### config.mk
export PLATFORM = sky130hd
export DESIGN_NAME = cache_tag_lookup
export DESIGN_NICKNAME = d
export VERILOG_FILES = /design/src/rtl/cache_tag_lookup.sv
export SDC_FILE = /design/constraint.sdc
export NUM_CORES = 1
export LEC_CHECK = 0
export CAP_MARGIN = 20
export CORE_ASPECT_RATIO = 0.75
export CORE_MARGIN = 2
export CORE_UTILIZATION = 55
export CTS_CLUSTER_SIZE = 25
export DETAILED_ROUTE_END_ITERATION = 16
export PLACE_DENSITY = 0.84
export REMOVE_ABC_BUFFERS = 1
export SLEW_MARGIN = 20
export SYNTH_ARGS = -nofsm -noshare
export SYNTH_HDL_FRONTEND = slang
export SYNTH_SLANG_ARGS = --single-unit
### constraint.sdc
create_clock -name clock -period 2.6 [get_ports clock]
set_input_delay 0.52 -clock clock [delete_from_list [all_inputs] [get_ports clock]]
set_output_delay 0.52 -clock clock [all_outputs]
set_load 0.02 [all_outputs]
### src/rtl/cache_tag_lookup.sv
// N-way set-associative tag store with parallel lookup, LRU replacement and fill install.
// One request in flight: IDLE accepts, COMPARE responds, MISS_WAIT holds the victim until fill.
module cache_tag_lookup #(
    parameter int unsigned TAG_W   = 3,
    parameter int unsigned INDEX_W = 3,
    parameter int unsigned WAYS    = 2,
    localparam int unsigned WAY_W  = (WAYS > 1) ? $clog2(WAYS) : 1
) (
    input  logic               clock,
    input  logic               reset,
    input  logic               req_valid,
    output logic               req_ready,
    input  logic               req_write,
    input  logic [INDEX_W-1:0] req_index,
    input  logic [TAG_W-1:0]   req_tag,
    output logic               resp_valid,
    output logic               hit,
    output logic [WAY_W-1:0]   hit_way,
    output logic [WAY_W-1:0]   victim_way,
    output logic               victim_valid,
    output logic               victim_dirty,
    output logic [TAG_W-1:0]   victim_tag,
    input  logic               fill_valid,
    input  logic               flush
);

    localparam int unsigned SETS = 1 << INDEX_W;

    typedef logic [WAY_W-1:0] way_t;

    typedef enum logic [1:0] {
        StIdle,
        StCompare,
        StMissWait
    } state_e;

    state_e state_q, state_d;

    logic [INDEX_W-1:0] req_index_q;
    logic [TAG_W-1:0]   req_tag_q;
    logic               req_write_q;

    logic [TAG_W-1:0] tag_q   [SETS][WAYS];
    logic [WAYS-1:0]  valid_q [SETS];
    logic [WAYS-1:0]  dirty_q [SETS];
    way_t             age_q   [SETS][WAYS];

    logic hit_found;
    way_t hit_sel;
    logic inv_found;
    way_t inv_sel;
    way_t lru_sel;
    way_t vic_sel;

    logic do_flush;
    logic do_touch;
    logic do_fill;
    way_t touch_way;
    logic show_vic;

    // Descending scan so the lowest-numbered matching/invalid way wins.
    always_comb begin
        hit_found = 1'b0;
        hit_sel   = '0;
        inv_found = 1'b0;
        inv_sel   = '0;
        lru_sel   = '0;
        for (int w = int'(WAYS) - 1; w >= 0; w--) begin
            if (valid_q[req_index_q][w] && (tag_q[req_index_q][w] == req_tag_q)) begin
                hit_found = 1'b1;
                hit_sel   = way_t'(w);
            end
            if (!valid_q[req_index_q][w]) begin
                inv_found = 1'b1;
                inv_sel   = way_t'(w);
            end
            if (age_q[req_index_q][w] == way_t'(WAYS - 1)) begin
                lru_sel = way_t'(w);
            end
        end
        vic_sel = inv_found ? inv_sel : lru_sel;
    end

    always_comb begin
        state_d   = state_q;
        do_flush  = 1'b0;
        do_touch  = 1'b0;
        do_fill   = 1'b0;
        touch_way = hit_sel;
        unique case (state_q)
            StIdle: begin
                if (flush) begin
                    do_flush = 1'b1;
                end else if (req_valid) begin
                    state_d = StCompare;
                end
            end
            StCompare: begin
                if (hit_found) begin
                    do_touch = 1'b1;
                    state_d  = StIdle;
                end else begin
                    state_d = StMissWait;
                end
            end
            StMissWait: begin
                if (fill_valid) begin
                    do_fill   = 1'b1;
                    touch_way = vic_sel;
                    state_d   = StIdle;
                end
            end
            default: state_d = StIdle;
        endcase
    end

    assign req_ready  = (state_q == StIdle);
    assign resp_valid = (state_q == StCompare);
    assign hit        = resp_valid && hit_found;
    assign hit_way    = hit ? hit_sel : '0;

    // Victim stays visible through MISS_WAIT; the array cannot change until the fill edge.
    assign show_vic     = ((state_q == StCompare) && !hit_found) || (state_q == StMissWait);
    assign victim_way   = show_vic ? vic_sel : '0;
    assign victim_valid = show_vic && valid_q[req_index_q][vic_sel];
    assign victim_dirty = show_vic && dirty_q[req_index_q][vic_sel];
    assign victim_tag   = show_vic ? tag_q[req_index_q][vic_sel] : '0;

    always_ff @(posedge clock) begin
        if (reset) begin
            state_q     <= StIdle;
            req_index_q <= '0;
            req_tag_q   <= '0;
            req_write_q <= 1'b0;
            for (int s = 0; s < int'(SETS); s++) begin
                valid_q[s] <= '0;
                dirty_q[s] <= '0;
                for (int w = 0; w < int'(WAYS); w++) begin
                    tag_q[s][w] <= '0;
                    age_q[s][w] <= way_t'(w);
                end
            end
        end else begin
            state_q <= state_d;
            if ((state_q == StIdle) && req_valid && !flush) begin
                req_index_q <= req_index;
                req_tag_q   <= req_tag;
                req_write_q <= req_write;
            end
            if (do_flush) begin
                for (int s = 0; s < int'(SETS); s++) begin
                    valid_q[s] <= '0;
                    dirty_q[s] <= '0;
                end
            end
            if (do_touch && req_write_q) begin
                dirty_q[req_index_q][hit_sel] <= 1'b1;
            end
            if (do_fill) begin
                tag_q[req_index_q][vic_sel]   <= req_tag_q;
                valid_q[req_index_q][vic_sel] <= 1'b1;
                dirty_q[req_index_q][vic_sel] <= req_write_q;
            end
            // Ages younger than the touched way shift up by one; touched way becomes youngest.
            if (do_touch || do_fill) begin
                for (int w = 0; w < int'(WAYS); w++) begin
                    if (way_t'(w) == touch_way) begin
                        age_q[req_index_q][w] <= '0;
                    end else if (age_q[req_index_q][w] < age_q[req_index_q][touch_way]) begin
                        age_q[req_index_q][w] <= age_q[req_index_q][w] + way_t'(1);
                    end
                end
            end
        end
    end

endmodule

==> results.md <==
- Gr ovfl total: 0
- Worst setup skew after layout: about 0.017 ns
- Antenna violations before repair: 0
- Detailed Route Iter0 Violations: 640
- Worst Hold Endpoint: req_write_q
- TritonCTS clock tree: done
- Critical path's largest stage delay: 0.53 ns
- Hold depth: 2
- Vias in the first global route: ~4,300
- Highest routing layer actually used: met4
- Drt first pass iters: 5
- Final setup slack of the worst path: -0.764 ns
- Hold Path Class: reg2reg
- Cell Chain, Critical Path: buf_16 > mux4_2 > mux2i_4 > xor2_1 > o2111a_2 > a21oi_2 > a21oi_2 > buf_4 > nor2b_1 > buf_4
- Clock tree sinks: ~110
- Average via count per standard cell: 6.66
- Number of standard cells in the layout, taps in and fillers out: about 660
- DR vias: 4,415
- Number of hold-slack violations in the final timing report: 0
- Maximum root-to-sink buffer count: 2
- Die W: 117 um
- Buffer type at the clock tree root: sky130_fd_sc_hd__clkbuf_16
- Area of the die: roughly 0.010 sq mm
- Diodes inserted: 0
- WP data arrival: approximately 2.8 ns
- Most used standard cell by instance count after synthesis: sky130_fd_sc_hd__nor2_1
- Worst-case setup slack after placement: -0.942 ns
- Detail-routed net length per standard cell: 26.2 um
- Filler cell count in the final layout: 449
- Worst hold slack across all endpoints: 0.467 ns
- Required time reported for the critical path endpoint: 2.08 ns
- Routability cong.: between 0.9 and 1
- Largest cells by area after synthesis: sky130_fd_sc_hd__edfxtp_1 45%, sky130_fd_sc_hd__dfxtp_1 11%, sky130_fd_sc_hd__mux4_2 8.1%
- H-tree level count: 3
- Die Height: between 80 and 90 um
- Cell at the slowest stage of the critical path: sky130_fd_sc_hd__mux4_2
- Sw Share: roughly a quarter
- Initial cell density of the core: between 50% and 60%
- Register clock-pin slew on the reported worst setup and hold paths: 0.08 ns
- Final ANT Viol Nets: 0
- Cell leakage power: 2.53 nW
- Core region area: 0.00920 sq mm
- Worst r2r dst: age_q[0][1]
- Met2 wire len: 8130 um
- Setup repair after global routing missed its margin: yes
- Worst Reg2Reg Path Length in Cells: 11
- IO Pins: 22
- Setup crit start kind: flip-flop
- Average size of a mapped cell: 11.6 sq um
- Post-detailed-routing wire length: 17,400 um
- Ys Warns: 0
- Met1 wire length: 6400 um
- Area growth syn-to-layout: 38.2%
- Placed insts: 623
- Violations in the final reports: negative setup slack
- CTS Hold Buffers Added: 0
- Number of setup violations in the final report: 171
- Part of the power in combinational logic: 13.0%
- Post-synth design cell area: 0.00530 sq mm
- Overall power after layout: around 0.0037 W
- Reported net switching power: about 0.00096 W
- Synthesized instance count: around 460
- Final worst path period need: roughly 3.4 ns
- Largest area contributor in the netlist: sky130_fd_sc_hd__edfxtp_1
- Number of enable-type register cells in the synthesized netlist: 79
- Yosys top cell area share: 44.7%
- Final Max Slew Viols: 0
- Met3 wire length: 2090 um
- Path type of the worst setup path: reg2out
- Unique cell type count in the Yosys netlist: around 50
- Total clock buffers created by CTS: 9
- Number of remaining DRC errors: 0
- #FFs+latches synth: 108
- Max-slew headroom: 30.0%
- Power per unit of standard cell area: 506 mW/mm^2
- Result of the run: complete, but fails checks
- CP max FO: 8
- Overall routing resource usage: 30.0%
- Fraction of layout cells with a size suffix above 1: 49.0%
- Worst min-delay path startpoint: req_write_q
- Maximum VDD drop: 0.393 mV
- Number of placement rows: 30
- Relative contribution of the clock network to total power: 34.9%
- Total number of nets in the final design: 542
- Input/output buffers: 21
- Portion of the post-synthesis area used by sequential elements: 55.7%
- Fraction of power consumed by sequential logic: 52.1%
- Commonest cells post-synth: 96 x sky130_fd_sc_hd__nor2_1, 79 x sky130_fd_sc_hd__edfxtp_1, 34 x sky130_fd_sc_hd__nand2_1
- Transition time at the pin with the least slew margin: 1.05 ns
- R2r setup slk: -0.53 ns
- Clock insertion delay at the later pin of the skew report: 0.37 ns
- Achievable frequency: just under 300 MHz
- Share of flip-flops with an asynchronous set or reset after synthesis: 0%
- Final clock period utilization by the worst path: 129%
- Post-layout utilization of the core: about four fifths
- Pin count of the biggest net entering global routing: 33
- Most frequently used flop master after synthesis: sky130_fd_sc_hd__edfxtp_1
- Wire length of the first global-routing pass: 23,000 um
- HPWL after detailed placement: 9570 um
- Internal power contribution: 0.00275 W
- Count of maximum capacitance violations: 0
- Type of element capturing the critical path: primary output
==> registers in the layout, summed over array words and instances (netlist names), named ones only <==
| register | count |
|---|---|
| tag_q | 48 |
| state_q | 2 |
| req_tag_q | 3 |
| dirty_q | 16 |
| req_write_q | 1 |
| req_index_q | 3 |
| valid_q | 16 |
| age_q | 16 |
==> power by group through the flow <==
stage | registers, W | logic, W | clock network (W)
after floorplan | 0.00196 | 0.000184 | 0
after global placement | 0.00196 | 0.000336 | 0
after detailed placement | 0.00196 | 0.000350 | 0
after CTS | 0.00193 | 0.000425 | 0.00128
after global routing | 0.00194 | 0.000500 | 0.00137
final | 0.00194 | 0.000483 | 0.00129
==> kinds of logic after synthesis <==
family	Yosys count	synth area share [%]
compound gates	95	13.2
flops	108	55.7
buf+inv	41	4.08
simple gates	176	14.9
mux	36	11.7
xor+xnor	3	0.496
==> metal layers <==
metal	track usage (%)	up-vias
met5	0	-
met4	13.8	0
met1	37.3	2143
met3	8.35	83
li1	-	1826
met2	50.5	363
==> layout make-up <==
cell class / instances / area [sq um] / area share (%)
timing repair buffer: 97 / 996 / 13.6
clock buffer: 11 / 233 / 3.17
clock inverter: 5 / 37.5 / 0.512
multi-input combinational: 310 / 2930 / 40.0
sequential: 108 / 2960 / 40.3
inverter: 4 / 15.0 / 0.205
tap: 128 / 160 / 2.18
==> metrics by stage <==
stage          cell area, sq um  setup TNS [ns]
2_1_floorplan              5100         -171.51
3_3_place_gp               5900          -46.52
3_5_place_dp               5900          -56.52
4_1_cts                    6880          -37.27
5_1_grt                    7330          -52.74
6_report                   7330          -49.38
==> cells in the final DEF (no fill, tap or decap), drive strengths merged, types with 2 or more instances in the layout <==
master,instances
nor2,96
buf,85
nand2b,4
mux2,7
xor2,2
nor3b,2
o22a,2
clkdlybuf4s50,12
a21oi,18
o21a,3
o21ai,18
clkbuf,11
nand3b,5
a22oi,3
inv,5
and3,4
nand3,3
clkinv,2
a22o,17
clkinvlp,2
mux4,19
mux2i,10
or2,2
dfxtp,29
a2111oi,2
edfxtp,79
a21o,27
nor2b,6
and2,2
nor3,12
nand2,35
==> how the worst max path moves through the flow <==
stage / startpoint / cells past startpoint / end / slack, ns
after detailed placement: flip-flop / 9 / victim_valid / -0.94
after global routing: flip-flop / 10 / victim_tag[0] / -0.81
after CTS: flip-flop / 10 / victim_tag[1] / -0.62
after global placement: flip-flop / 9 / victim_valid / -0.96
final: flip-flop / 10 / victim_way / -0.76
after floorplan: flip-flop / 7 / dirty_q[5][0] / -1.21
==> critical path: cells and delay by family, from the launching register on <==
kind | cells | cell delay (ns)
and+or+nand+nor | 1 | 0.05
buffers and inverters | 3 | 0.48
AOI/OAI and AO/OA | 3 | 0.52
muxes | 2 | 0.72
xor gates and xnor gates | 1 | 0.26
DFF | 1 | 0.44
==> timing repair <==
item	4_1_cts	5_1_grt
pin swaps	33	22
gates resized for setup	180	107
gates cloned	4	0
endpoints found under the setup margin	181	184
buffers inserted	17	7
(Power assumes the default switching activity.)
